File: src/rtl/mips_defs_pkg.sv
// Shared MIPS decode constants and fetch FSM state type for the fetch stage.
package mips_defs_pkg;

    // Primary opcode field IR[31:26]
    localparam logic [5:0] OP_SPECIAL = 6'b000000;
    localparam logic [5:0] OP_REGIMM  = 6'b000001;
    localparam logic [5:0] OP_J       = 6'b000010;
    localparam logic [5:0] OP_JAL     = 6'b000011;
    localparam logic [5:0] OP_BEQ     = 6'b000100;
    localparam logic [5:0] OP_BNE     = 6'b000101;
    localparam logic [5:0] OP_BLEZ    = 6'b000110;
    localparam logic [5:0] OP_BGTZ    = 6'b000111;

    // SPECIAL funct field IR[5:0]
    localparam logic [5:0] FUNCT_JR   = 6'b001000;
    localparam logic [5:0] FUNCT_JALR = 6'b001001;

    // REGIMM rt field IR[20:16]
    localparam logic [4:0] RT_BLTZ    = 5'b00000;
    localparam logic [4:0] RT_BGEZ    = 5'b00001;

    // Full encoding of eret
    localparam logic [31:0] ERET_INSN = 32'h4200_0018;

    // Fetch FSM: normal fetch, or the single cycle spent at the exception vector
    typedef enum logic {
        RUN  = 1'b0,
        TRAP = 1'b1
    } fetch_state_t;

    // Sign-extended word offset of a branch immediate, in bytes
    function automatic logic [31:0] branch_offset(input logic [15:0] imm);
        return {{14{imm[15]}}, imm, 2'b00};
    endfunction

endpackage

File: src/rtl/branch_cmp.sv
// Branch condition evaluation for beq/bne/blez/bgtz/bltz/bgez on signed operands.
module branch_cmp
    import mips_defs_pkg::*;
(
    input  logic [5:0]  op,
    input  logic [4:0]  rt,
    input  logic [31:0] RS_D,
    input  logic [31:0] RT_D,
    output logic        cond
);

    logic signed [31:0] rs_s;
    logic signed [31:0] rt_s;

    assign rs_s = RS_D;
    assign rt_s = RT_D;

    // Condition is only ever true for a recognised conditional branch
    always_comb begin
        cond = 1'b0;
        unique case (op)
            OP_BEQ:    cond = (rs_s == rt_s);
            OP_BNE:    cond = (rs_s != rt_s);
            OP_BLEZ:   cond = (rs_s <= 32'sd0);
            OP_BGTZ:   cond = (rs_s >  32'sd0);
            OP_REGIMM: begin
                if (rt == RT_BLTZ)      cond = (rs_s <  32'sd0);
                else if (rt == RT_BGEZ) cond = (rs_s >= 32'sd0);
                else                    cond = 1'b0;
            end
            default:   cond = 1'b0;
        endcase
    end

endmodule

File: src/rtl/fetch_pc.sv
// Fetch-stage program counter with decode-stage redirect (delay slot kept).
// Optional misaligned-target trap enabled by defining FETCH_PC_ALIGN_CHK_EN.
module fetch_pc
    import mips_defs_pkg::*;
#(
    parameter logic [31:0] RESET_PC = 32'h0000_3000,
    parameter logic [31:0] EXC_PC   = 32'h0000_4180,
    parameter int          ADDR_W   = 32
) (
    input  logic              clk,
    input  logic              reset,
    input  logic              stall,
    input  logic [31:0]       IR_D,
    input  logic [ADDR_W-1:0] PC4_D,
    input  logic [31:0]       RS_D,
    input  logic [31:0]       RT_D,
    input  logic [ADDR_W-1:0] EPC_in,
    output logic [ADDR_W-1:0] PC_F,
    output logic [ADDR_W-1:0] PC4_F,
    output logic              taken_D,
    output logic              exc_req,
    output logic [ADDR_W-1:0] bad_addr
);

    localparam logic [ADDR_W-1:0] RESET_ADDR = ADDR_W'(RESET_PC);

    logic [5:0]        op;
    logic [5:0]        funct;
    logic [4:0]        rt_field;
    logic              is_eret;
    logic              is_jump;
    logic              is_jreg;
    logic              br_cond;
    logic [31:0]       pc4_d_wide;
    logic [31:0]       jump_wide;
    logic [ADDR_W-1:0] jump_target;
    logic [ADDR_W-1:0] branch_target;
    logic [ADDR_W-1:0] next_pc;

    assign op       = IR_D[31:26];
    assign funct    = IR_D[5:0];
    assign rt_field = IR_D[20:16];

    assign is_eret  = (IR_D == ERET_INSN);
    assign is_jump  = (op == OP_J) || (op == OP_JAL);
    assign is_jreg  = (op == OP_SPECIAL) && ((funct == FUNCT_JR) || (funct == FUNCT_JALR));

    // Region bits come from the top nibble of a full 32-bit view of PC4_D so
    // the same expression works for every PC width.
    assign pc4_d_wide    = 32'(PC4_D);
    assign jump_wide     = (pc4_d_wide & 32'hF000_0000) | {4'b0000, IR_D[25:0], 2'b00};
    assign jump_target   = ADDR_W'(jump_wide);
    assign branch_target = PC4_D + ADDR_W'(branch_offset(IR_D[15:0]));

    assign PC4_F = PC_F + ADDR_W'(4);

    branch_cmp u_branch_cmp (
        .op   (op),
        .rt   (rt_field),
        .RS_D (RS_D),
        .RT_D (RT_D),
        .cond (br_cond)
    );

    // Next-PC selection: eret beats jumps, jumps beat branches, else fall through
    always_comb begin
        taken_D = 1'b1;
        next_pc = PC4_F;
        if (is_eret) begin
            next_pc = EPC_in;
        end else if (is_jump) begin
            next_pc = jump_target;
        end else if (is_jreg) begin
            next_pc = ADDR_W'(RS_D);
        end else if (br_cond) begin
            next_pc = branch_target;
        end else begin
            taken_D = 1'b0;
            next_pc = PC4_F;
        end
    end

`ifdef FETCH_PC_ALIGN_CHK_EN

    localparam logic [ADDR_W-1:0] EXC_ADDR = ADDR_W'(EXC_PC);

    fetch_state_t state;
    logic         misaligned;

    assign misaligned = taken_D && (next_pc[1:0] != 2'b00);

    // PC register and trap FSM; redirects are ignored for the cycle spent at the vector
    always_ff @(posedge clk or posedge reset) begin
        if (reset) begin
            PC_F     <= RESET_ADDR;
            state    <= RUN;
            exc_req  <= 1'b0;
            bad_addr <= '0;
        end else if (!stall) begin
            unique case (state)
                RUN: begin
                    if (misaligned) begin
                        state    <= TRAP;
                        PC_F     <= EXC_ADDR;
                        exc_req  <= 1'b1;
                        bad_addr <= next_pc;
                    end else begin
                        PC_F     <= next_pc;
                        exc_req  <= 1'b0;
                    end
                end
                TRAP: begin
                    state   <= RUN;
                    PC_F    <= PC4_F;
                    exc_req <= 1'b0;
                end
                default: begin
                    state   <= RUN;
                    PC_F    <= RESET_ADDR;
                    exc_req <= 1'b0;
                end
            endcase
        end
    end

`else

    logic unused_exc_pc;

    assign unused_exc_pc = ^EXC_PC;
    assign exc_req       = 1'b0;
    assign bad_addr      = '0;

    // PC register; misaligned targets are loaded exactly as computed
    always_ff @(posedge clk or posedge reset) begin
        if (reset) begin
            PC_F <= RESET_ADDR;
        end else if (!stall) begin
            PC_F <= next_pc;
        end
    end

`endif

endmodule

File: config.mk
export PLATFORM = sky130hd
export DESIGN_NAME = fetch_pc
export DESIGN_NICKNAME = d
export VERILOG_FILES = /design/src/rtl/mips_defs_pkg.sv /design/src/rtl/branch_cmp.sv /design/src/rtl/fetch_pc.sv
export SDC_FILE = /design/constraint.sdc
export NUM_CORES = 1
export LEC_CHECK = 0
export BUFFER_PORTS_ARGS = -buffer_cell sky130_fd_sc_hd__buf_2
export CORE_MARGIN = 5
export CORE_UTILIZATION = 48
export CTS_BUF_LIST = sky130_fd_sc_hd__clkbuf_4
export CTS_CLUSTER_DIAMETER = 200
export CTS_CLUSTER_SIZE = 40
export DETAILED_ROUTE_END_ITERATION = 16
export PLACE_DENSITY = 0.93
export SYNTH_ARGS = -nofsm -noshare
export SYNTH_HDL_FRONTEND = slang
export SYNTH_SLANG_ARGS = --single-unit
export TNS_END_PERCENT = 30
File: constraint.sdc
create_clock -name clk -period 3 [get_ports clk]
set_clock_uncertainty 0.2 [all_clocks]
set_input_delay 0.3 -clock clk [delete_from_list [all_inputs] [get_ports clk]]
set_output_delay 0.3 -clock clk [all_outputs]
set_load 0.05 [all_outputs]
Word-level counts from Yosys, hierarchy flattened
Index checks and enable logic that the tools add are counted.
{ "word_totals": {"ff_bits": 32, "inputBits": 163, "out_inout_bits": 98, "word_cells": 37} }
{ "classes": {"n_addsub": 2, "order_cmp": 4, "eq_ne": 13, "n_mux": 11, "n_bitwise": 1, "reduce_logical": 5} }
{ "op_table": {"columns": ["cell", "count"], "rows": [
  ["$mux 32", 4],
  ["$add 32x3->32 const B", 1],
  ["$add 32x32->32", 1],
  ["$eq 32x31->1 const B", 1],
  ["$eq 32x32->1", 1],
  ["$ge 32x1->1 const B", 1],
  ["$gt 32x1->1 const B", 1],
  ["$le 32x1->1 const B", 1],
  ["$lt 32x1->1 const B", 1],
  ["$ne 32x32->1", 1],
  ["$or 32x28->32", 1],
  ["$eq 6x3->1 const B", 4],
  ["$eq 6x2->1 const B", 2],
  ["$eq 6x4->1 const B", 2],
  ["$eq 6x1->1 const B", 1],
  ["$logic_not 6->1", 1],
  ["$mux 1", 6],
  ["$eq 5x1->1 const B", 1],
  ["$logic_not 5->1", 1],
  ["$pmux 1 s5", 1],
  ["$logic_or 1x1->1", 2],
  ["$logic_and 1x1->1", 1]
]} }

Depth between registers and ports, before layout
Gate-level depths: netlist (run 1).
{ "depth": {"word_depth": 8, "depth_mapped": 12, "depth_no_buf": 11} }

Modules after synthesis
From an unflattened synthesis (run 1), not the netlist that was laid out.
{ "unflattened": {"cells_unflattened": 700, "area_unflattened_um2": 5311.3} }
{ "modules_own_cells": {"columns": ["mod", "n_inst", "cells_per_inst", "area_each_um2", "seq_area_each_um2"], "rows": [
  ["fetch_pc", 1, 632, 4759.6, 803.3],
  ["branch_cmp", 1, 68, 551.8, 0.0]
]} }

Least setup slack after synthesis (run 1)
No wires, ideal clock.
{ "synth_timing": {"path_kind": "register to register", "start": "register PC_F[4]", "end": "register PC_F[29]", "setup_time_ps": 82, "t_arrival_ps": 3145, "t_required_ps": 2718, "setup_slack_ps": -427, "stages_incl_launch_ff": 11, "path_buffers": 1, "period_less_slack_ps": 3427, "cell_sequence": "dfrtp_1 -> and3_1 -> and4_1 -> clkbuf_1 -> nand3_1 -> nor2_1 -> nand2_1 -> xnor2_1 -> nand3_1 -> o2bb2ai_1 -> a31oi_1"} }
{ "synth_between": {"elab_chain_cells": 5} }
{ "synth_lines": {"columns": ["element", "line_no", "source"], "rows": [
  ["start, declared", "fetch_pc.sv:18", "output logic [ADDR_W-1:0] PC_F,"],
  ["start signal, assigned", "fetch_pc.sv:139", "PC_F <= next_pc;"],
  ["$add 32x3->32", "fetch_pc.sv:55", "assign PC4_F = PC_F + ADDR_W'(4);"],
  ["via PC4_F[29]", "fetch_pc.sv:19", "output logic [ADDR_W-1:0] PC4_F,"],
  ["$mux 32", "fetch_pc.sv:75", "end else if (br_cond) begin"],
  ["$mux 32", "fetch_pc.sv:73", "end else if (is_jreg) begin"],
  ["$mux 32", "fetch_pc.sv:71", "end else if (is_jump) begin"],
  ["$mux 32", "fetch_pc.sv:69", "if (is_eret) begin"]
]} }
The timed path passes the listed nets, and every way through them passes these cells.
A chain may end at the register's enable or synchronous reset.

Worst setup path in the final report (run 1)
{ "layout_timing": {"start": "register PC_F[6]", "end": "output PC4_F[30]"} }
{ "layout_between": {"elab_chain_cells": 1} }
{ "layout_lines": {"columns": ["element", "line_no"], "rows": [
  ["$add 32x3->32", "fetch_pc.sv:55"],
  ["end, declared", "fetch_pc.sv:19"]
]} }
No other way between the ends.

==> results of run 1 <==
cells in the final DEF, fill, tap and decap left out, types with 9 or more instances in the layout:
cell | netlist | routed
o221a_2 | 9 | 9
buf_2 | 1 | 221
a31oi_1 | 12 | 12
conb_1 | 1 | 33
or3_1 | 12 | 12
dfrtp_1 | 30 | 26
a21oi_1 | 50 | 50
a21o_1 | 14 | 14
xor2_1 | 19 | 17
nand3_1 | 30 | 30
nor3_1 | 9 | 9
nor2_1 | 55 | 54
and3_1 | 17 | 13
nand2_1 | 58 | 58
nor4_1 | 14 | 14
clkbuf_4 | 0 | 9
buf_4 | 37 | 76
o21ai_0 | 34 | 33
o21a_1 | 9 | 9
o211ai_1 | 14 | 14
ha_1 | 30 | 30
nand4_1 | 18 | 18
xnor2_1 | 61 | 55
inv_1 | 12 | 12
how the worst min path moves through the flow:
stage	start	end	slack, ps
finish	PC4_D[1]	PC_F[1]	10
global route	PC4_D[1]	PC_F[1]	40
CTS	PC4_D[1]	PC_F[1]	30
detailed placement	reset	PC_F[0]	210
global placement	reset	PC_F[7]	210
floorplan	reset	PC_F[0]	210
worst register-to-register path: cells and delay by family (launching register included):
kind / cells / cell delay [ps]
muxes: 1 / 290
and+or+nand+nor: 4 / 900
DFF: 1 / 440
xor gates and xnor gates: 1 / 200
AOI/OAI and AO/OA: 2 / 250
buffers and inverters: 1 / 140
layout make-up:
cell class / count / area, um2 / share of cell area (%)
Multi-Input combinational cell: 623 / 4330 / 60.6
Timing Repair Buffer: 301 / 1720 / 24.1
Inverter: 12 / 45.0 / 0.631
Sequential cell: 32 / 808 / 11.3
Clock buffer: 7 / 52.6 / 0.737
Tap cell: 140 / 175 / 2.46
Clock inverter: 1 / 5.00 / 0.0702
through the flow:
step / util (%) / total power, mW
2_1_floorplan: - / 2.41
3_3_place_gp: 64.4 / 3.08
3_5_place_dp: 64.4 / 3.11
6_report: 65.5 / 3.46
5_1_grt: 65.5 / 3.60
4_1_cts: 65.1 / 3.38
routing by layer:
metal  GRT usage, %  share of wire (%)  vias up
met1           43.4                 37     3209
li1               -                  -     3126
met3           8.56                 13      110
met2           51.6                 44      531
met5              0               0.14        -
met4           15.4                5.4        6
timing repair:
action / 4_1_cts / 5_1_grt
hold buffers: 1 / 0
pin swaps: 0 / 1
resized for setup: 5 / 13
buffers inserted: 0 / 2
hold endpoints to repair: 30 / 0
endpoints found under the setup margin: 4 / 13
power breakdown:
group          leakage [nW]  internal (mW)  switching [mW]
registers             0.374          0.545           0.164
logic                  3.02          0.757            1.72
clock network        0.0361          0.109           0.161
kinds of logic (layout without fill, tap and decap cells):
group,Yosys count,count (layout),share of synthesized area (%)
XOR/XNOR,80,80,13.0
AND/OR/NAND/NOR,257,257,25.3
adder cells (fa/ha/maj),31,31,7.36
buffers and inverters,78,321,9.09
other,1,33,0.0698
AO/OA/AOI/OAI,215,215,28.4
flip-flops,32,32,15.0
multiplexers,7,7,1.82
==> out/results.ini, run 1 <==
[sta]
grt_setup_unrepaired=false
timing.hold.ws_ps=13.4
final_max_slew_viol_count=0
max_freq_mhz=340
post-route-min-period_ps=2940
setup_viol=0
slew_headroom_pct=44.4
tightest_slew_ps=830
fin_ws_ps=56.1
tns_ps=0
fin_crit_sh_pct=98.1
hold_viol=0

[global_route]
grt_max_degree=33
antenna_found_initial=3
overflow=0
grt_pass1_wl_mm=34.7
grt_pass1_vias=6519
grt_usage_pct=33.3

[setup_path]
critPathLaunch=PC_F[6]
r2r.worst_path.cells=9
worst-path-buf-inv=2
crit_path_max_incr_delay_ps=440
worstPathArrival_ps=2440
reg2reg_to=PC_F[18]
crit_cells=8
critPathRequiredTime_ps=2500
cp_max_fo=5
reg2reg_slack_ps=480
reg2reg_from=PC_F[6]
worstSetupPathType=register to output pin
critPathLaunchType=register
path_delay_family=simple AND/OR/NAND/NOR gates
endpoint_kind=output pin
setup.worst_path.end=PC4_F[30]
slowest_stage=dfrtp_1
cp_cell_sequence=and3_1, and3_2, and3_1, nand4_1, inv_1, and3_2, xor2_4, buf_4

[synth]
synth_seq_cells=32
synth_common_cells=xnor2_1, nand2_1, nor2_1
yosysUniqueCellTypes=81
synth.area.top_cells=dfrtp_1, xnor2_1, ha_1, buf_4, a21oi_1
synth_most_common_cell=xnor2_1
synthCells=701
yosysTopAreaCellShare_pct=14.0
synth_enable_flop_cells=0
synth_ff_type=dfrtp_1
syn_area_um2=5370
syn_area_per_cell_um2=7.66
synth_warnings=0
yosysSeqAreaShare_pct=15.0
synth_async_sr_flop_share_pct=100
yosysTopAreaCell=dfrtp_1

[placement]
globalplace.congestion=1.02
pre_cts_ws_ps=-195
placed_cells=1105
io_buffers=227
placed_cell_area_um2=7010
dp_hpwl_mm=20.1

[clock_network]
clk_latency_ps=350
h-tree-depth=2
cts-root-buf=clkbuf_4
cts_tree=done
clock-sinks=32
numCtsBuffers=5
clkSlewWorstSetupHoldPaths_ps=110
cts_buffer_depth=2

[final_layout]
top_register=PC_F
instances_no_fill=1116
largest_reg_flops=32
reg_top3=PC_F: 32 flops
fill_cells=934
drive_gt1_share_pct=36.8
area_delta_synth_final_pct=32.9
final_cell_area_um2=7130
final_net_count=1169
diodes=0

[floorplanning]
io_pins=261
start_util_pct=49.3
die_height_um=116
fp.dieW_um=116
die_area_um2=13400
row_count=38
coreArea_um2=10900

[drt]
drtPass1Iterations=6
drt_iter0_drc=986
vias=6982
wl_per_cell_um=21.4
route.detailed.drc=0
viasPerCell=6.26
wirelength_mm=23.9
ant_nets=0

[min_path]
holdCritPathClass=primary input to register
min_path_cells=3

[pwr]
p_leak_nw=3.43
power_density_nw_per_um2=484
peakVddDrop_v=0.000440

[run_status]
status=finished, final reports clean

[flow_run]
drv_cap=0

Note: power is estimated with default switching activity, not from simulation.
==> run 2: changes to the inputs <==
CORE_ASPECT_RATIO = 0.8   (was default)
CORE_MARGIN = default   (was 5)
clock period = 3.7 ns   (was 3 ns; I/O delays follow)
==> out/results.ini, run 2 (synthesis gave the netlist of run 1 again) <==
[sta]
tightest_slew_ps=926  ; was 830 ps
setup_viol=0  ; unchanged
fin_ws_ps=310  ; was 56.1 ps
final_max_slew_viol_count=0  ; unchanged
slew_headroom_pct=37.9  ; was 44.4%
timing.hold.ws_ps=89.4  ; was 13.4 ps
tns_ps=0  ; unchanged
max_freq_mhz=295
fin_crit_sh_pct=91.6
hold_viol=0  ; unchanged
post-route-min-period_ps=3390
grt_setup_unrepaired=false  ; unchanged

[setup_path]
critPathRequiredTime_ps=3130  ; was 2500 ps
slowest_stage=mux4_2  ; was dfrtp_1
critPathLaunchType=primary input  ; was register
worstPathArrival_ps=2820  ; was 2440 ps
reg2reg_to=PC_F[29]  ; was PC_F[18]
crit_path_max_incr_delay_ps=570  ; was 440 ps
worst-path-buf-inv=2  ; unchanged
cp_common_cell=buf_2
cp_max_fo=16  ; was 5
path_delay_family=simple AND/OR/NAND/NOR gates  ; unchanged
reg2reg_slack_ps=1020  ; was 480 ps
endpoint_kind=output pin  ; unchanged
reg2reg_from=PC_F[8]  ; was PC_F[6]
r2r.worst_path.cells=9  ; unchanged
cp_cell_sequence=buf_2, xnor2_1, nand4_1, nor4_4, nand3_1, mux4_2, nand2_4, nand2_2, buf_2  ; was and3_1, and3_2, and3_1, nand4_1, inv_1, and3_2, xor2_4, buf_4
worstSetupPathType=primary input to output pin  ; was register to output pin

[pwr]
p_total_mw=2.64  ; was 3.46 mW
p_leak_nw=3.08  ; was 3.43 nW
peakVddDrop_v=0.000206  ; was 0.000440 V
power_density_nw_per_um2=404  ; was 484 nW/um2

[min_path]
min_path_cells=3  ; unchanged
hold_end=PC_F[1]  ; unchanged
hold_start=PC4_D[1]  ; unchanged
holdCritPathClass=primary input to register  ; unchanged

[final_layout]
area_delta_synth_final_pct=21.7  ; was 32.9%
drive_gt1_share_pct=30.5  ; was 36.8%
largest_reg_flops=32  ; unchanged
final_cell_mix=buf_2, xnor2_1, nand2_1, nor2_1, a21oi_1  ; was buf_2, buf_4, nand2_1, xnor2_1, nor2_1
instances_no_fill=1062  ; was 1,116
fill_cells=1055  ; was 934
layout_commonest_cell=buf_2  ; unchanged
final_cell_area_um2=6530  ; was 7130 um2
final_net_count=1111  ; was 1,169
reg_top3=PC_F: 32 flops  ; unchanged
top_register=PC_F  ; unchanged
multi_input_area_um2=4200  ; was 4330 um2
utilization_pct=60.0  ; was 65.5%
regArea_um2=803  ; was 808 um2

[clock_network]
clkSlewWorstSetupHoldPaths_ps=110  ; about the same
cts_tree=done  ; unchanged
ctsResizeCount=0  ; was 5
numCtsBuffers=5  ; unchanged
cts-root-buf=clkbuf_4  ; unchanged
cts_buffer_depth=2  ; unchanged
post-cts-setup-buffers=0  ; unchanged
clock-sinks=32  ; unchanged
clk_latency_ps=330  ; was 350 ps
h-tree-depth=2  ; unchanged
holdBufCountCts=1  ; unchanged

[floorplanning]
coreArea_um2=10900  ; about the same
die_height_um=96.6  ; was 116 um
fp.dieW_um=120  ; was 116 um
start_util_pct=49.3  ; about the same
die_area_um2=11600  ; was 13,400 um2
row_count=34  ; was 38
io_pins=261  ; unchanged

[global_route]
grt_usage_pct=37.2  ; was 33.3%
antenna_found_initial=1  ; was 3
grt_pass1_vias=6015  ; was 6,519
overflow=0  ; unchanged
grt_max_degree=42  ; was 33
grt_pass1_wl_mm=33.2  ; was 34.7 mm

[placement]
placed_cells=1053  ; was 1,105
dp_hpwl_mm=18.3  ; was 20.1 mm
io_buffers=227  ; unchanged
placed_cell_area_um2=6480  ; was 7010 um2
pre_cts_ws_ps=334  ; was -195 ps
globalplace.congestion=1.06  ; was 1.02

[drt]
ant_nets=0  ; unchanged
viasPerCell=6.40  ; was 6.26
route.detailed.drc=0  ; unchanged
wl_per_cell_um=20.8  ; was 21.4 um
wirelength_mm=22.1  ; was 23.9 mm
vias=6801  ; was 6,982
drtPass1Iterations=6  ; unchanged
drt_iter0_drc=854  ; was 986

[flow_run]
drv_cap=0  ; unchanged

[run_status]
status=finished, final reports clean  ; unchanged

-- run 2: cell count changes in the layout (fill, tap and decap cells not counted), sizes merged --
cell	before	now
buf	298	242
clkbuf	9	5
clkinv	1	2
diode	0	1
-- run 2: area by class of cell --
type                    instances  area share (%)
flip-flops and latches         32            12.3
inverters                      12           0.689
multi-input cells             623            64.3
repair buffers                243            19.3
clock buffers                   5           0.574
well taps                     144            2.76
diodes                          1          0.0383
clock inverters                 2           0.115
-- run 2: worst max path at each step --
stage | start | slack (ps) | to | depth (start not counted)
global route | PC_F[2] | 260 | PC4_F[30] | 8
global placement | IR_D[4] | 380 | PC_F[27] | 11
finish | RS_D[23] | 310 | taken_D | 9
CTS | RS_D[23] | 370 | taken_D | 9
detailed placement | IR_D[4] | 330 | PC_F[27] | 11
floorplan | PC_F[4] | 270 | PC_F[29] | 10
-- run 2: worst reg2reg max path: stages (launching register included) --
cell and delay, ps:
dfrtp_1 480, and4_1 260, and3_1 270, nand3_1 180, nor2_1 390, nand2_1 120, xnor2_1 280, nand3_1 120
o2bb2ai_1 150, a31oi_1 160
-- run 2: metal layers --
layer | share of wire, % | wire length (um) | global-route usage (%)
met5 | 0 | 0 | 0
met3 | 15 | 3220 | 10.3
met1 | 40 | 8800 | 52.1
met4 | 3.9 | 864 | 14.5
met2 | 42 | 9240 | 53.4
-- run 2: report_power, final --
part           switching, mW  internal [mW]  leakage, nW  total (mW)
Combinational           1.36          0.525         2.68        1.88
Sequential             0.126          0.439        0.378       0.565
Clock                  0.125         0.0665       0.0261       0.192
==> run 3: changes to the inputs <==
SYNTH_HIERARCHICAL = 1   (was default)
==> out/results.ini, run 3 <==
[sta]
tightest_slew_ps=1390  ; was 926 ps
fin_crit_sh_pct=89.3  ; was 91.6%
slew_headroom_pct=6.66  ; was 37.9%
post-route-min-period_ps=3300  ; was 3390 ps
grt_setup_unrepaired=false  ; unchanged
tns_ps=0  ; unchanged
fin_ws_ps=396  ; was 310 ps
final_max_slew_viol_count=0  ; unchanged
max_freq_mhz=303  ; was 295 MHz
hold_viol=0  ; unchanged
setup_viol=0  ; unchanged

[clock_network]
clk_latency_ps=380  ; was 330 ps
cts_buffer_depth=2  ; unchanged
numCtsBuffers=5  ; unchanged
ctsResizeCount=0  ; unchanged
clkSlewWorstSetupHoldPaths_ps=140  ; was 110 ps
cts-root-buf=clkbuf_4  ; unchanged
h-tree-depth=2  ; unchanged
clock-sinks=32  ; unchanged
cts_tree=done  ; unchanged

[final_layout]
final_cell_mix=buf_2, nand2_1, xnor2_1, nor2_1, a21oi_1  ; was buf_2, xnor2_1, nand2_1, nor2_1, a21oi_1
top_register=PC_F  ; unchanged
reg_top3=PC_F: 32 flops  ; unchanged
drive_gt1_share_pct=30.9  ; was 30.5%
area_delta_synth_final_pct=24.1  ; was 21.7%
utilization_pct=62.8  ; was 60.0%
final_net_count=1114  ; was 1,111
largest_reg_flops=32  ; unchanged
diodes=0  ; was 1
layout_commonest_cell=buf_2  ; unchanged

[floorplanning]
fp.dieW_um=120  ; about the same
io_pins=261  ; unchanged
die_height_um=96.1  ; was 96.6 um
row_count=33  ; was 34
start_util_pct=50.6  ; was 49.3%
coreArea_um2=10500  ; was 10,900 um2
die_area_um2=11500  ; was 11,600 um2

[synth]
synth_common_cells=nand2_1, xnor2_1, nor2_1  ; was xnor2_1, nand2_1, nor2_1
yosysTopAreaCell=dfrtp_1  ; unchanged
syn_area_per_cell_um2=7.59  ; was 7.66 um2
synth_most_common_cell=nand2_1  ; was xnor2_1
yosysUniqueCellTypes=81  ; unchanged
synth_async_sr_flop_share_pct=100  ; unchanged
syn_area_um2=5310  ; was 5370 um2
synth_seq_cells=32  ; unchanged
yosysSeqAreaShare_pct=15.1  ; was 15.0%
synth_enable_flop_cells=0  ; unchanged
synthCells=700  ; was 701
synth.area.top_cells=dfrtp_1, xnor2_1, ha_1, nand2_1, buf_4  ; was dfrtp_1, xnor2_1, ha_1, buf_4, a21oi_1
synth_ff_type=dfrtp_1  ; unchanged
yosysTopAreaCellShare_pct=14.1  ; was 14.0%
synth_warnings=6  ; was 0

[setup_path]
cp_max_fo=8  ; was 16
reg2reg_slack_ps=790  ; was 1020 ps
critPathLaunchType=register  ; was primary input
critPathRequiredTime_ps=3130  ; about the same
reg2reg_from=PC_F[2]  ; was PC_F[8]
worstPathArrival_ps=2730  ; was 2820 ps
critPathLaunch=PC_F[2]  ; was RS_D[23]
worstSetupPathType=register to output pin  ; was primary input to output pin
endpoint_kind=output pin  ; unchanged

[drt]
route.detailed.drc=0  ; unchanged
vias=6843  ; was 6,801
wl_per_cell_um=21.7  ; was 20.8 um
viasPerCell=6.45  ; was 6.40
drt_iter0_drc=1070  ; was 854
drtPass1Iterations=6  ; unchanged
ant_nets=0  ; unchanged
wirelength_mm=23.0  ; was 22.1 mm

[run_status]
status=finished, final reports clean  ; unchanged

[min_path]
holdCritPathClass=primary input to register  ; unchanged
hold_start=EPC_in[3]  ; was PC4_D[1]

[global_route]
overflow=0  ; unchanged
grt_max_degree=40  ; was 42
grt_pass1_wl_mm=33.7  ; was 33.2 mm
grt_usage_pct=38.8  ; was 37.2%
grt_pass1_vias=6072  ; was 6,015
antenna_found_initial=0  ; was 1

[pwr]
power_density_nw_per_um2=428  ; was 404 nW/um2
peakVddDrop_v=0.000282  ; was 0.000206 V
p_total_mw=2.82  ; was 2.64 mW
p_leak_nw=3.04  ; was 3.08 nW

[flow_run]
drv_cap=0  ; unchanged

[placement]
io_buffers=227  ; unchanged
pre_cts_ws_ps=291  ; was 334 ps
dp_hpwl_mm=18.5  ; was 18.3 mm
globalplace.congestion=1.04  ; was 1.06

run 3: cell types whose count changed after synthesis, moves of 7 or more:
| cell | change |
|---|---|
| o221a_2 | -9 |
| a22oi_1 | +13 |
| nand3_1 | -10 |
| or3_1 | -7 |
| a21oi_1 | -10 |
| o221ai_1 | +10 |
| nand2_1 | +16 |
| and3_1 | -9 |
run 3: worst max-delay path, cell delays in order (launching register included):
cell and delay [ps]:
dfrtp_1 500, ha_1 300, and4_1 300, and3_1 170, buf_4 210, nand2_4 90, or3_4 420, nand2_1 90
buf_2 270
run 3: timing repair:
item                      4_1_cts  5_1_grt
hold endpoints to repair       30        0
hold buffers                    1        0
setup buffers                   0        0
run 3: area by class of cell:
type / count / area, um2
Clock buffer: 5 / 37.5
Clock inverter: 3 / 37.5
Fill cell: 992 / 3900
Inverter: 10 / 37.5
Multi-Input combinational cell: 623 / 4200
Sequential cell: 32 / 803
Tap cell: 140 / 175
Timing Repair Buffer: 248 / 1300
run 3: cells by family after synthesis:
kind of cell	count (synthesis)	synth area share, %
other	1	0.0706
multiplexers	10	1.96
AO/OA/AOI/OAI	211	28.0
flip-flops	32	15.1
XOR/XNOR	78	13.0
buffers and inverters	77	8.15
AND/OR/NAND/NOR	260	26.3
adder cells (fa/ha/maj)	31	7.44
run 3: power breakdown:
part / switching, mW / internal [mW]
clock network: 0.156 / 0.138
registers: 0.170 / 0.445
logic: 1.37 / 0.539
total: 1.69 / 1.12
run 3: through the flow:
| step | cell area [um2] | instances | hold slack (ps) |
|---|---|---|---|
| finish | 6590 | 1061 | 81.7 |
| global route | 6590 | 1061 | 83.2 |
| CTS | 6590 | 1061 | 86.5 |
| detailed placement | 6500 | 1052 | 315 |
| global placement | 6500 | 1052 | 300 |
| floorplan | 5430 | 732 | 285 |
run 3: path summary, 6_finish.rpt:
kind,to,cells after the start
worst min-delay path,PC_F[3],3
max in group asynchronous,PC_F[12],4
worst max register to register,PC_F[28],10
worst max-delay path,PC4_F[30],8
min in group asynchronous,PC_F[3],4
worst min register to register,PC_F[0],2
run 3: routing by layer:
metal / track usage [%] / wire [um] / up-vias
li1: - / - / 3022
met1: 52.3 / 9110 / 3140
met2: 58.2 / 9470 / 584
met3: 11.3 / 3410 / 97
met4: 15.3 / 972 / 0
met5: 0 / 0 / -
